File: src/rtl/slot_alloc.sv
// slot_alloc: W-slot allocator with lowest-first or round-robin grant, legal/illegal free tracking.
// Optional sticky illegal-free flag enabled by defining SLOT_ALLOC_ERR_EN.
module slot_alloc #(
  parameter int W = 8
) (
  input  logic                 clk,
  input  logic                 rst,
  input  logic                 i_alloc_vld,
  input  logic                 i_lowest,
  output logic                 o_alloc_rdy,
  output logic [$clog2(W)-1:0] o_alloc_id,
  input  logic                 i_free_vld,
  input  logic [$clog2(W)-1:0] i_free_id,
  output logic [W-1:0]         o_busy,
  output logic [$clog2(W):0]   o_count,
  output logic                 o_full,
  output logic                 o_empty,
  output logic                 o_err
);

  localparam int IW = $clog2(W);

  logic [W-1:0]  busy_q,  busy_d;
  logic [IW-1:0] ptr_q,   ptr_d;
  logic [IW:0]   count_q, count_d;
  logic [IW-1:0] lo_id_s, rr_id_s, idx_s;
  logic          grant_s, free_ok_s;

  // Free-slot search; loops run from the far end so the last hit is the first in scan order.
  always_comb begin
    lo_id_s = {IW{1'b0}};
    rr_id_s = {IW{1'b0}};
    idx_s   = {IW{1'b0}};
    for (int n = W - 1; n >= 0; n--) begin
      lo_id_s = busy_q[n] ? lo_id_s : IW'(n);
    end
    // k = W aliases to ptr itself, which is the last slot examined.
    for (int k = W; k >= 1; k--) begin
      idx_s   = ptr_q + IW'(k);
      rr_id_s = busy_q[idx_s] ? rr_id_s : idx_s;
    end
  end

  assign o_alloc_rdy = ~(&busy_q);
  assign o_alloc_id  = i_lowest ? lo_id_s : rr_id_s;
  assign o_full      = (count_q == (IW+1)'(W));
  assign o_empty     = (count_q == {(IW+1){1'b0}});
  assign grant_s     = i_alloc_vld & o_alloc_rdy;
  assign free_ok_s   = i_free_vld & busy_q[i_free_id];

  // Next-state for busy map, grant pointer and count.
  always_comb begin
    busy_d  = busy_q;
    ptr_d   = ptr_q;
    count_d = count_q;
    if (free_ok_s) begin
      busy_d[i_free_id] = 1'b0;
    end else begin
      busy_d = busy_d;
    end
    // A granted slot is free and a legal free targets a busy slot, so they never collide.
    if (grant_s) begin
      busy_d[o_alloc_id] = 1'b1;
      ptr_d              = o_alloc_id;
    end else begin
      ptr_d = ptr_q;
    end
    case ({grant_s, free_ok_s})
      2'b10:   count_d = count_q + (IW+1)'(1);
      2'b01:   count_d = count_q - (IW+1)'(1);
      default: count_d = count_q;
    endcase
  end

  // State registers with synchronous reset.
  always_ff @(posedge clk) begin
    if (rst) begin
      busy_q  <= {W{1'b0}};
      ptr_q   <= {IW{1'b1}};
      count_q <= {(IW+1){1'b0}};
    end else begin
      busy_q  <= busy_d;
      ptr_q   <= ptr_d;
      count_q <= count_d;
    end
  end

  assign o_busy  = busy_q;
  assign o_count = count_q;

`ifdef SLOT_ALLOC_ERR_EN
  logic err_q;

  // Sticky flag for a free of a slot that is not allocated.
  always_ff @(posedge clk) begin
    if (rst) begin
      err_q <= 1'b0;
    end else if (i_free_vld & ~busy_q[i_free_id]) begin
      err_q <= 1'b1;
    end else begin
      err_q <= err_q;
    end
  end

  assign o_err = err_q;
`else
  assign o_err = 1'b0;
`endif

endmodule

File: config.mk
export PLATFORM = sky130hd
export DESIGN_NAME = slot_alloc
export DESIGN_NICKNAME = d
export VERILOG_FILES = /design/src/rtl/slot_alloc.sv
export SDC_FILE = /design/constraint.sdc
export NUM_CORES = 1
export LEC_CHECK = 0
export CAP_MARGIN = 20
export CORE_ASPECT_RATIO = 0.75
export CORE_MARGIN = 2
export CORE_UTILIZATION = 60
export CTS_CLUSTER_DIAMETER = 50
export DETAILED_ROUTE_END_ITERATION = 8
export GPL_TIMING_DRIVEN = 0
export HOLD_SLACK_MARGIN = 0.02
export MAX_ROUTING_LAYER = met4
export PLACE_DENSITY = 0.86
export SYNTH_ARGS = -nofsm -noshare
export SYNTH_HDL_FRONTEND = slang
export SYNTH_SLANG_ARGS = --single-unit
File: constraint.sdc
create_clock -name clk -period 8.3 [get_ports clk]
set_input_delay 2.075 -clock clk [delete_from_list [all_inputs] [get_ports clk]]
set_output_delay 2.075 -clock clk [all_outputs]
set_load 0.01 [all_outputs]
Word-level counts from Yosys, hierarchy flattened --
Index checks and enable logic that the tools add are counted.
Operators by class: shifts and indexed selects 0, reductions and logical operators 5, divide/modulo/power cells 0, $add $sub $neg 9, multipliers 0, equality and inequality tests 3, bitwise gates (word level) 6, $lt $le $gt $ge 12, mux-type cells 42
Operators by type and width (number):
- $mux W3 | 17
- $lt A3 B4 Y1 const B | 10
- $bmux W1 S3 | 9
- $mux W8 | 2
- $add A3 B3 Y3 const B | 4
- $mux W1 | 11
- $and A8 B8 Y8 | 1
- $not A8 Y8 | 1
- $or A8 B8 Y8 | 1
- $pmux W4 S2 | 1
- $reduce_and A8 Y1 | 1
- $add A3 B2 Y3 const B | 2
- $demux W1 S3 | 2
- $ge A3 B1 Y1 const B | 2
- $add A4 B1 Y4 const B | 1
- $eq A4 B4 Y1 const B | 1
- $logic_not A4 Y1 | 1
- $sub A4 B1 Y4 const B | 1
- $add A3 B1 Y3 const B | 1
- $and A1 B1 Y1 | 2
- $eq A2 B1 Y1 const B | 1
- $eq A2 B2 Y1 const B | 1
- $logic_and A1 B1 Y1 | 2
- $reduce_bool A2 Y1 | 1
- $not A1 Y1 | 1
Word-level totals: input bits 8, RAM bits 0, ROM bits 0, output and inout bits 19, register bits after elaboration 15, latch bits 0, memories 0

Longest topological paths before layout --
Gate-level depths: netlist (run 1).
word-level depth 17, mapped depth 11, depth with buffers taken out 10

Least setup slack after synthesis (run 1) --
OpenSTA, ideal clock, no wires.
kind input to output, start point input i_lowest, end point output o_alloc_id[2], setup slack 3310 ps, data arrival time 2915 ps, buffers on the path 1, stages on the path 6, path through inv_1 > o221ai_1 > nor3_1 > o311ai_1 > and3_1 > buf_2
On the way: cells in the longest elaborated chain, start to end 1
Ends and longest elaborated chain:
- start: declaration | RTL line 9 | input logic i_lowest,
- $mux W3 | RTL line 45 | assign o_alloc_id = i_lowest ? lo_id_s : rr_id_s;
- end: declaration | RTL line 11 | output logic [$clog2(W)-1:0] o_alloc_id,
No other way between the ends.

Worst setup path after layout (run 1) --
start point input i_lowest, end point output o_alloc_id[1]
Same word-level chain as after synthesis.

==> flow_summary.toml, run 1 <==
[grt]
grt_max_degree = 11
grt_pass1_vias = 1688
globalRouteTotalUtil_pct = 30.9
met2_usage_pct = 45.1
grt_pass1_wl_um = 8910
grt-busiest-layer = "met1"
gr-usage-met1_pct = 45.8
antenna_found_initial = 0
met3_usage_pct = 6.08
grt_overflow = 0

[die]
rows = 18
die_w_um = 71.6
design.core.area_sq_um = 3290
start_util_pct = 62.6
dieArea_sq_um = 3920
io_pins = 27
die_h_um = 54.7

[critical_path]
crit_required_ns = 6.23
path_class = "primary input to output pin"
worstSetupEndpointType = "output pin"
setup.worst_path.start_class = "primary input"
cp.arrival_ns = 4.36
cp_max_fo = 7

[clock_tree]
cts-htree-levels = 1
cts_resized = 0
clkLatencyLatePin_ns = 0.25
cts-root-buf = "clkbuf_8"
numCtsBuffers = 3
cts_sinks = 15
path_clk_slew_ns = 0.06
post_cts.repair.setup_buffers = 0
postCtsHoldBufs = 0
cts_buffer_depth = 2
cts_tree = "built"

[logic_synthesis]
async_reset_ff_share_pct = 0
ys_seq_elements = 15
syn-cell-area_sq_um = 2060
synth_cells = 225
yosysSeqAreaShare_pct = 14.6
yosysWarnings = 0
avgSynthCellArea_sq_um = 9.14
yosysUniqueCellTypes = 63
yosys_most_used_dff = "dfxtp_1"
synth_edf_count = 0
syn_nets = 239

[route]
vias_per_cell = 6.63
wire_per_inst_um = 18.9
vias = 1928
drc = 0
routed_wl_um = 5510
postRouteAntennaNets = 0
drt_pre_antenna_iters = 5
drt_iter0_markers = 137

[power_and_ir_drop]
ir_drop_mv = 0.144
p_sw_mw = 0.149
power.total_mw = 0.361
p_seq_share_pct = 24.8
p_int_mw = 0.213
p_per_area_nw_per_um2 = 152
p_leak_nw = 0.915
power_frac_clock_pct = 16.5
combPwrFrac_pct = 58.7
swShare_pct = 41.2

[timing]
setup_slack_ns = 1.87
clock.fmax_ghz = 0.155
hold_slack_ns = 0.533
relSlewSlack_pct = 62.0
finalClockSkew_ns = 0.00329
setup_viol_count_final = 0
drv_slew = 0
finalSetupTns_ns = 0
worst_pin_slew_ns = 0.563
hold_violations = 0
min_period_ns = 6.43
rsz0062_at_grt = "false"
timing.final.crit_share_pct = 77.5

[place]
place_area_sq_um = 2330
dpl.cell_count = 287
place_hpwl_um = 4180
post-place-ws_ns = 1.94
gp_congestion = 1.05
port_buffers = 22

[final_layout]
multiInputGateArea_sq_um = 1540
fillers = 254
fin_cells = 291
final_area_sq_um = 2370
final_core_util_pct = 72.1
drive_gt1_share_pct = 17.9
n_antenna_cell = 0
syn2layout_area_growth_pct = 15.3
regArea_sq_um = 300
nets = 266

[run]
cap_violations = 0

[worst_hold_path]
min_path_type = "flop to flop"

[status]
status = "finished, final reports clean"
final cells by class:
cell class	count	area share, %
Multi-Input combinational cell	168	64.8
Tap cell	40	2.11
Timing Repair Buffer	22	9.28
Clock buffer	4	1.90
Buffer	23	6.12
Sequential cell	15	12.7
Inverter	19	3.11
layer usage:
metal	up-vias	part of all wire, %
met5	-	0
met4	0	0.38
met3	5	10
met2	101	43
met1	920	47
li1	902	-
state kept, by name, summed over array words and instances, names as in the netlist:
| signal | cells |
|---|---|
| o_count | 4 |
| ptr_q | 3 |
| o_busy | 8 |
cells in the mapped netlist, types with 2 or more instances:
library cell,instances,share of area [%]
xnor2_1,3,1.3
o41ai_2,3,2.4
mux2_2,2,1.1
o31ai_1,3,1.1
buf_2,4,0.97
o21ai_0,9,2.2
and3_1,2,0.61
clkbuf_1,11,2.0
dfxtp_1,15,15
mux4_1,3,3.8
a41o_1,2,0.97
nor2b_1,4,1.2
a211o_1,7,3.0
o41ai_1,3,1.3
buf_4,4,1.5
mux4_2,13,14
o211ai_1,2,0.73
inv_1,16,2.9
mux2i_1,14,6.8
a21o_1,3,1.1
a311oi_1,3,1.3
a311o_1,2,0.97
buf_6,3,1.6
nor3_1,3,0.73
nor2_1,14,2.6
nand2b_1,10,3.0
ha_1,5,3.0
and2_1,2,0.61
nand4_1,2,0.61
nand2_1,12,2.2
a21oi_1,8,1.9
nor4_1,2,0.61
o311ai_1,2,0.85
mux2_4,2,1.5
or2_2,2,0.61
xor2_1,3,1.3
logic make-up (layout without fill, tap and decap cells):
logic type               Yosys count  after routing  share of synthesized area [%]
XOR/XNOR                           7              7                           3.35
AND/OR/NAND/NOR                   60             60                           15.3
multiplexers                      34             34                           27.4
other                              1              1                          0.182
adder cells (fa/ha/maj)            6              6                           4.01
flip-flops                        15             15                           14.6
AO/OA/AOI/OAI                     60             60                           24.5
buffers and inverters             42             68                           10.6
power groups by stage:
stage                     clock network (mW)  registers (mW)  logic (mW)
after CTS                             0.0588          0.0893       0.209
after global routing                  0.0622          0.0907       0.229
after detailed placement                   0          0.0908       0.209
after global placement                     0          0.0904       0.206
after floorplan                            0          0.0908       0.149
final                                 0.0597          0.0896       0.212
worst paths after layout:
kind,from,endpoint,slack (ns),cells after the start
hold / removal,o_count[3]$_SDFFE_PP0P_,o_count[3]$_SDFFE_PP0P_,0.53,2
setup reg to reg,o_busy[5]$_SDFF_PP0_,o_count[3]$_SDFFE_PP0P_,4.97,11
setup / recovery,i_lowest,o_alloc_id[1],1.87,6
hold reg to reg,o_count[3]$_SDFFE_PP0P_,o_count[3]$_SDFFE_PP0P_,0.53,2
critical path, stage by stage:
cell	delay, ns
clkdlybuf4s50_1	0.62
inv_1	0.16
o41ai_1	0.56
o211ai_4	0.22
inv_2	0.17
clkdlybuf4s50_1	0.55
placed cells by master, fill, tap and decap left out, drive strengths merged, types with 3 or more instances in the layout:
cell type / n
dfxtp: 15
o211ai: 3
a211o: 7
xor2: 3
buf: 12
a21o: 3
xnor2: 4
nand2: 12
inv: 18
a21oi: 8
clkdlybuf4s50: 22
mux2: 4
o41ai: 6
o31ai: 3
mux4: 16
ha: 5
nand2b: 10
mux2i: 14
nor2b: 4
nor2: 14
a311oi: 4
nor3: 3
clkbuf: 15
o21ai: 10
No activity file was read; power rests on OpenSTA's default activity.
==> run 2: changes to the inputs <==
- CORE_UTILIZATION: 60 -> 51
- PLACE_DENSITY: 0.86 -> 0.78
- clock period: 8.3 -> 5.3 ns (I/O delays scaled with it)
==> flow_summary.toml, run 2 (synthesis gave the netlist of run 1 again) <==
[route]
drc = 0
routed_wl_um = 5560
vias_per_cell = 6.41
met1_length_um = 2600
drt_iter0_markers = 220
met3_length_um = 577
wl_met2_um = 2350
top_layer_used = "met4"
wire_per_inst_um = 18.3
vias = 1942
drt_pre_antenna_iters = 4
postRouteAntennaNets = 0

[critical_path]
path_class = "flop to output pin"
crit_required_ns = 3.97
crit_chain = "buf_6, clkinv_1, ha_1, buf_6, mux4_2, mux2_4, o211ai_1, o211ai_4, inv_2, clkdlybuf4s50_1"
crit_path_max_incr_delay_ns = 0.58
setup.worst_path.start_class = "flop"
path_common_cell = "buf_6"
reg2reg_depth = 11
cp_slowest_cell = "mux4_2"
cp_max_fo = 10
cp.arrival_ns = 3.68
worstSetupEndpointType = "output pin"

[timing]
hold_violations = 0
worst_pin_slew_ns = 0.606
min_period_ns = 5.01
clock.fmax_ghz = 0.200
finalSetupTns_ns = 0
drv_slew = 0
setup_viol_count_final = 0
timing.final.crit_share_pct = 94.5
finalClockSkew_ns = 0.00168
rsz0062_at_grt = "false"
relSlewSlack_pct = 59.1

[worst_hold_path]
hold_path_depth = 2
min_path_type = "flop to flop"

[clock_tree]
cts-root-buf = "clkbuf_8"
cts-htree-levels = 1
clkLatencyLatePin_ns = 0.25
path_clk_slew_ns = 0.06
post_cts.repair.setup_buffers = 0
postCtsHoldBufs = 0
cts_tree = "built"
cts_sinks = 15
numCtsBuffers = 3
cts_resized = 0
cts_buffer_depth = 2

[grt]
antenna_found_initial = 0
grt_max_degree = 11
grt_pass1_wl_um = 9010
grt_overflow = 0
grt_pass1_vias = 1731
globalRouteTotalUtil_pct = 26.2

[place]
port_buffers = 22
place_hpwl_um = 4330
place_area_sq_um = 2340
gp_congestion = 0.923

[die]
rows = 19
die_h_um = 59
die_w_um = 77.3
io_pins = 27
design.core.area_sq_um = 3760
dieArea_sq_um = 4560
start_util_pct = 54.8

[final_layout]
largest_reg_flops = 8
drive_gt1_share_pct = 17.9
layout_commonest_cell = "clkdlybuf4s50_1"
nets = 266
syn2layout_area_growth_pct = 16.1
fillers = 337
layout_common_cells = "clkdlybuf4s50_1, inv_1, dfxtp_1"
final_area_sq_um = 2390
n_antenna_cell = 0

[power_and_ir_drop]
ir_drop_mv = 0.171
p_per_area_nw_per_um2 = 238
p_leak_nw = 0.915

[status]
status = "finished, final reports clean"

[run]
cap_violations = 0
==> run 2: cell type report <==
cell class                      instances  area [sq um]  share of cell area [%]
Inverter                               19          73.8                    3.09
Clock buffer                            4          45.0                    1.89
Multi-Input combinational cell        168          1540                    64.4
Timing Repair Buffer                   22           220                    9.22
Sequential cell                        15           300                    12.6
Buffer                                 23           145                    6.08
Tap cell                               52          65.1                    2.73
==> run 2: path summary, 6_finish.rpt <==
path / start / endpoint / slack, ns
max: ptr_q[0]$_SDFFE_PP1P_ / o_alloc_id[1] / 0.29
max reg2reg: o_busy[5]$_SDFF_PP0_ / o_count[3]$_SDFFE_PP0P_ / 1.92
min reg2reg: o_count[3]$_SDFFE_PP0P_ / o_count[3]$_SDFFE_PP0P_ / 0.53
min: o_count[3]$_SDFFE_PP0P_ / o_count[3]$_SDFFE_PP0P_ / 0.53
==> run 2: where the power goes <==
group          switching, mW  leakage [nW]  internal, mW  total (mW)
sequential            0.0148         0.123         0.125       0.140
combinational          0.179         0.769         0.155       0.333
clock                 0.0419        0.0228        0.0533      0.0952
total                  0.235         0.915         0.333       0.568
==> run 2: through the flow <==
step | util [%] | setup slack [ns] | power (mW) | hold WS (ns) | cells
3_3_place_gp | 62.4 | 0.333 | 0.466 | 0.518 | 299
2_1_floorplan | - | 1.44 | 0.376 | 0.523 | 225
6_report | 63.6 | 0.290 | 0.568 | 0.526 | 303
4_1_cts | 63.6 | 0.301 | 0.564 | 0.529 | 303
5_1_grt | 63.6 | 0.155 | 0.599 | 0.584 | 303
3_5_place_dp | 62.4 | 0.381 | 0.470 | 0.519 | 299
==> run 2: per-layer routing <==
metal	GRT usage [%]	up-vias
met2	37.4	108
li1	-	901
met5	-	-
met4	3.57	0
met3	4.42	5
met1	40.0	928
==> run 2: worst max-delay path, delay by kind of cell, from the launching register on <==
| family | cells | cell delay (ns) |
|---|---|---|
| buffers and inverters | 5 | 1.29 |
| multiplexers | 2 | 0.90 |
| AO/OA/AOI/OAI | 2 | 0.46 |
| adder cells (fa/ha/maj) | 1 | 0.43 |
| flip-flops | 1 | 0.35 |
==> edit 1: new RTL, settings of run 1 <==
Build with the macro `SLOT_ALLOC_ERR_EN` defined.
--- a/src/rtl/slot_alloc.sv
+++ b/src/rtl/slot_alloc.sv
@@ -1,5 +1,7 @@
 // slot_alloc: W-slot allocator with lowest-first or round-robin grant, legal/illegal free tracking.
 // Optional sticky illegal-free flag enabled by defining SLOT_ALLOC_ERR_EN.
+`define SLOT_ALLOC_ERR_EN
+
 module slot_alloc #(
   parameter int W = 8
 ) (
Formal check against the unedited RTL: not equivalent (Yosys sat finds a counterexample within 4 cycles, from zero or initial values and one cycle with rst high).
==> edit 1 against run 1 <==
  * Wire length is 4.2% lower
  * Area after synthesis grew 0.36%
  * Critical path depth up 2
  * Worst setup slack improved by 0.63 ns
  * Sequential power increased by 8.0%
  * Total power up 19%
  * Design area is 0.58% higher
  * Sequential cell count increased by 1
  * Critical path type unchanged
  * Critical endpoint is now o_alloc_id[0]
  * Largest cell class unchanged
==> edit 1: results (changes against run 1) <==
Global route
  – Global-route wire length before repair: 8.569 mm (was 8.907 mm)
  – Largest net degree at the start of global routing: 11 (unchanged)
  – Vias in the first global route: 1708 (was 1688)
  – GRT Total Usage: 29.61% (was 30.90%)

Synth
  – Mean post-synth cell area: 9.135 sq um (was 9.142 sq um)
  – Most common cell in the netlist: inv_1 (unchanged)
  – Yosys warns: 0 (unchanged)
  – Synthesized net count: 240 (was 239)
  – Synth top cells by count: inv_1, dfxtp_1, nand2_1, nor2_1, a21oi_1 (was inv_1, dfxtp_1, mux2i_1, nor2_1, mux4_2)
  – Synth cell types: 65 (was 63)
  – Synth top area cells: dfxtp_1, mux4_2, mux4_1 (was dfxtp_1, mux4_2, mux2i_1)
  – Sequential area share after synthesis: 15.52% (was 14.60%)

Setup path
  – RR Startpoint: o_busy[3]$_SDFF_PP0_ (was o_busy[5]$_SDFF_PP0_)
  – Worst Setup EP: o_alloc_id[0] (was o_alloc_id[1])
  – Reg2Reg Depth: 11 (unchanged)
  – Worst flop-to-flop path endpoint: o_count[3]$_SDFFE_PP0P_ (unchanged)
  – CP max stage delay: 0.53 ns (was 0.62 ns)
  – Worst path slowest cell: clkdlybuf4s50_1 (unchanged)
  – Startpoint Class: primary input (unchanged)
  – R2R setup slack: 5.16 ns (was 4.97 ns)
  – Critical path arrival: 3.72 ns (was 4.36 ns)
  – Delay-heaviest family, CP: buffers and inverters (unchanged)
  – Worst Path Max Fanout: 9 (was 7)

Finish
  – Layout filler cell count: 259 (was 254)
  – Share of layout cells above drive strength 1: 21.83% (was 17.93%)
  – Final cell count without fillers: 292 (was 291)
  – Nets: 268 (was 266)

Drt
  – WL final: 5.273 mm (was 5.506 mm)
  – Drt pass-1 iters: 4 (was 5)
  – 1st-iter DRT viols: 180 (was 137)
  – Routed via count: 1934 (was 1928)

Power and ir drop
  – Peak supply drop: 0.1102 mV (was 0.1436 mV)
  – Leakage: 0.9250 nW (was 0.9147 nW)

Place
  – I/O Buffers: 23 (was 22)
  – Dpl ws: 2.522 ns (was 1.942 ns)
  – GPL Wtd Cong: 0.9257 (was 1.048)
  – Post-DP HPWL: 4.034 mm (was 4.183 mm)

STA
  – Final Skew: 0.003087 ns (was 0.003286 ns)
  – Hold WS: 0.4708 ns (was 0.5326 ns)
  – Worst-margin pin slew: 0.5390 ns (was 0.5626 ns)
  – Worst Slack Setup Final: 2.503 ns (was 1.869 ns)

CTS
  – CTS Root Buffer Type: clkbuf_8 (unchanged)
  – Clock-pin transition on the worst setup and hold timing paths: 0.06 ns (about the same)
  – TritonCTS buffer count: 3 (unchanged)
  – Post CTS Setup Buffer Count: 0 (unchanged)
  – H-tree levels: 1 (unchanged)
  – Worst-skew pair later-pin latency: 0.25 ns (about the same)

Status
  – Status: complete, no violations (unchanged)

Worst hold path
  – Hold Path Class: reg -> reg (unchanged)
[edit 1: cell count changes in the layout (fill, tap and decap cells not counted), moves of 5 or more]
cell	delta
mux2i_1	-8
nand2b_1	-5
a31o_1	+5
mux4_2	-5
a211o_1	-5
clkbuf_1	-7
[edit 1: per-stage QoR]
step	cell area [sq um]	utilization [%]
6_report	2386	72.56
5_1_grt	2386	72.56
4_1_cts	2386	72.56
3_5_place_dp	2345	71.31
3_3_place_gp	2345	71.31
2_1_floorplan	2064	-
[edit 1: how the worst min path moves through the flow]
stage,from,to,cells after the start
after global placement,o_err$_SDFFE_PP0P_,o_err$_SDFFE_PP0P_,2
after floorplan,o_err$_SDFFE_PP0P_,o_err$_SDFFE_PP0P_,2
after CTS,o_err$_SDFFE_PP0P_,o_err$_SDFFE_PP0P_,2
after detailed placement,o_err$_SDFFE_PP0P_,o_err$_SDFFE_PP0P_,2
final,o_err$_SDFFE_PP0P_,o_err$_SDFFE_PP0P_,2
after global routing,o_err$_SDFFE_PP0P_,o_err$_SDFFE_PP0P_,2
[edit 1: logic make-up after synthesis]
family	share of synthesized area, %
multiplexers	22.61
buffers and inverters	10.48
AO/OA/AOI/OAI	28.00
XOR/XNOR	3.395
adder cells (fa/ha/maj)	4.000
flip-flops	15.52
AND/OR/NAND/NOR	16.00
[edit 1: worst reg2reg max path, cell delays in order (launching register included)]
cell      delay, ns
dfxtp_1        0.37
clkbuf_1       0.39
nand2_1        0.17
or3_1          0.45
nand2_1        0.27
ha_1           0.27
ha_1           0.25
a21o_1         0.18
a21oi_1        0.17
xnor2_1        0.09
or3_1          0.30
a21oi_1        0.14
[edit 1: final cells by class]
| type | count | area, sq um | area share (%) |
|---|---|---|---|
| clock buffers | 3 | 41.29 | 1.730 |
| plain buffers | 21 | 142.6 | 5.978 |
| flip-flops and latches | 16 | 320.3 | 13.42 |
| inverters | 19 | 73.82 | 3.094 |
| multi-input cells | 170 | 1528 | 64.03 |
| well taps | 40 | 50.05 | 2.098 |
| repair buffers | 23 | 230.2 | 9.649 |
[edit 1: metal layers]
metal / vias up / global-route usage [%] / routed length, um
li1: 914 / - / -
met2: 101 / 44.91 / 2251
met5: - / - / 0
met3: 13 / 4.972 / 462
met1: 906 / 42.38 / 2481
met4: 0 / 4.717 / 77
[edit 1: power breakdown]
group	internal (W)	total (W)	switching (W)
sequential	0.0000869	0.0000968	0.00000991
clock	0.0000322	0.0000585	0.0000263
combinational	0.000126	0.000275	0.000149
==> edit 2: new RTL, flow settings as in run 1 <==
Without the edit above. One comparison of `count_q` changes from == to >=.
--- a/src/rtl/slot_alloc.sv
+++ b/src/rtl/slot_alloc.sv
@@ -43,7 +43,7 @@
 
   assign o_alloc_rdy = ~(&busy_q);
   assign o_alloc_id  = i_lowest ? lo_id_s : rr_id_s;
-  assign o_full      = (count_q == (IW+1)'(W));
+  assign o_full      = (count_q >= (IW+1)'(W));
   assign o_empty     = (count_q == {(IW+1){1'b0}});
   assign grant_s     = i_alloc_vld & o_alloc_rdy;
   assign free_ok_s   = i_free_vld & busy_q[i_free_id];
Function: same outputs for any inputs over 10 cycles, from zero or initial values and one cycle with rst high; that may be too few to reach the edited logic, so the function may still have changed.
==> edit 2 against run 1 <==
  * Area after synthesis rose by 1.8%
  * Worst hold slack improved by 0.0071 ns
  * Wire length rose by 6.9%
  * Design area rose by 1.6%
  * Sequential cell count did not move
  * Worst setup slack improved by 0.36 ns
  * Core utilization rose by 0.64 points
  * Fmax rose by 6.0%
  * Total power fell by 1.4%
  * Combinational power fell by 4%
==> edit 2: results (changes against run 1) <==
Status
  – Status: complete, no violations (unchanged)

Global route
  – GRT Total Usage: 32.62% (was 30.90%)
  – Global-route wire length before repair: 9.404 mm (was 8.907 mm)
  – Vias in the first global route: 1900 (was 1688)

Drt
  – Drt pass-1 iters: 6 (was 5)
  – 1st-iter DRT viols: 228 (was 137)
  – # DRC: 0 (unchanged)
  – Via-to-Cell Ratio: 6.828 (was 6.625)
  – WL final: 5.885 mm (was 5.506 mm)

Place
  – Placed insts: 299 (was 287)
  – GPL Wtd Cong: 1.048 (about the same)
  – Dpl ws: 2.284 ns (was 1.942 ns)
  – Post-DP HPWL: 4.377 mm (was 4.183 mm)

Synth
  – Mean post-synth cell area: 8.838 sq um (was 9.142 sq um)
  – Synth top cells by count: nor2_1, mux4_2, nand2_1 (was inv_1, dfxtp_1, mux2i_1, nor2_1, mux4_2)
  – Synth cell types: 60 (was 63)
  – Synthesized net count: 251 (was 239)
  – Synth top area cells: mux4_2, dfxtp_1, mux2i_1 (was dfxtp_1, mux4_2, mux2i_1)
  – Sequential area share after synthesis: 14.34% (was 14.60%)

Setup path
  – RR Startpoint: ptr_q[1]$_SDFFE_PP1P_ (was o_busy[5]$_SDFF_PP0_)
  – CP Launch Point: i_lowest (unchanged)
  – Worst Path Max Fanout: 10 (was 7)
  – Critical path arrival: 3.99 ns (was 4.36 ns)

Finish
  – Share of layout cells above drive strength 1: 20.53% (was 17.93%)
  – Nets: 278 (was 266)

STA
  – Worst-margin pin slew: 0.5236 ns (was 0.5626 ns)

Power and ir drop
  – Peak supply drop: 0.1635 mV (was 0.1436 mV)
  – Leakage: 0.9094 nW (was 0.9147 nW)
## edit 2: cell types whose count changed in the layout (fill, tap and decap cells not counted), moves of 5 or more
cell / change
a211o_1: -6
nand2_1: +5
nand2b_1: -7
a21oi_1: +5
nor2_1: +6
mux2_2: +6
o21ai_0: -5
## edit 2: area by class of cell
type | count | area, sq um
tap | 40 | 50.05
inverter | 13 | 48.80
multi-input combinational | 184 | 1593
buffer | 25 | 152.6
clock buffer | 4 | 45.04
sequential | 15 | 300.3
timing repair buffer | 22 | 220.2
fill | 255 | 900.9
## edit 2: metrics by stage
stage,utilization [%],cell area (sq um)
2_1_floorplan,-,2095
3_3_place_gp,71.43,2365
3_5_place_dp,71.43,2365
4_1_cts,72.79,2410
5_1_grt,72.79,2410
6_report,72.79,2410
## edit 2: worst max-delay path: stages
cell,delay (ns)
clkbuf_1,0.21
nor2_1,0.19
o21a_1,0.20
or3b_2,0.47
o211ai_2,0.21
clkdlybuf4s50_1,0.63
## edit 2: kinds of logic (layout without fill, tap and decap cells)
kind of cell	Yosys count	in the layout	synth area share [%]
muxes	41	41	30.47
xor gates and xnor gates	7	7	3.286
AOI/OAI and AO/OA	59	59	21.27
and+or+nand+nor	70	70	16.91
DFF	15	15	14.34
buffers and inverters	38	64	9.617
adders and majority gates	6	6	3.943
other	1	1	0.1790
## edit 2: routing by layer
layer	track usage, %	up-vias	share of wire, %
met3	8.877	12	12
met4	7.233	0	1.0
met5	-	-	0
li1	-	947	-
met1	44.66	976	44
met2	48.62	134	43
## edit 2: worst paths after layout
| path | endpoint | slack (ns) | cells past startpoint |
|---|---|---|---|
| worst max register to register | o_busy[2]$_SDFF_PP0_ | 5.02 | 12 |
| worst min-delay path | o_count[3]$_SDFFE_PP0P_ | 0.54 | 2 |
| worst max-delay path | o_alloc_id[2] | 2.23 | 6 |
| worst min register to register | o_count[3]$_SDFFE_PP0P_ | 0.54 | 2 |
## edit 2: where the power goes
group | switching [W] | leakage, nW | total (W) | internal, W
registers | 0.0000139 | 0.123 | 0.0000935 | 0.0000796
logic | 0.000107 | 0.764 | 0.000203 | 0.0000964
clock network | 0.0000253 | 0.0228 | 0.0000594 | 0.0000340
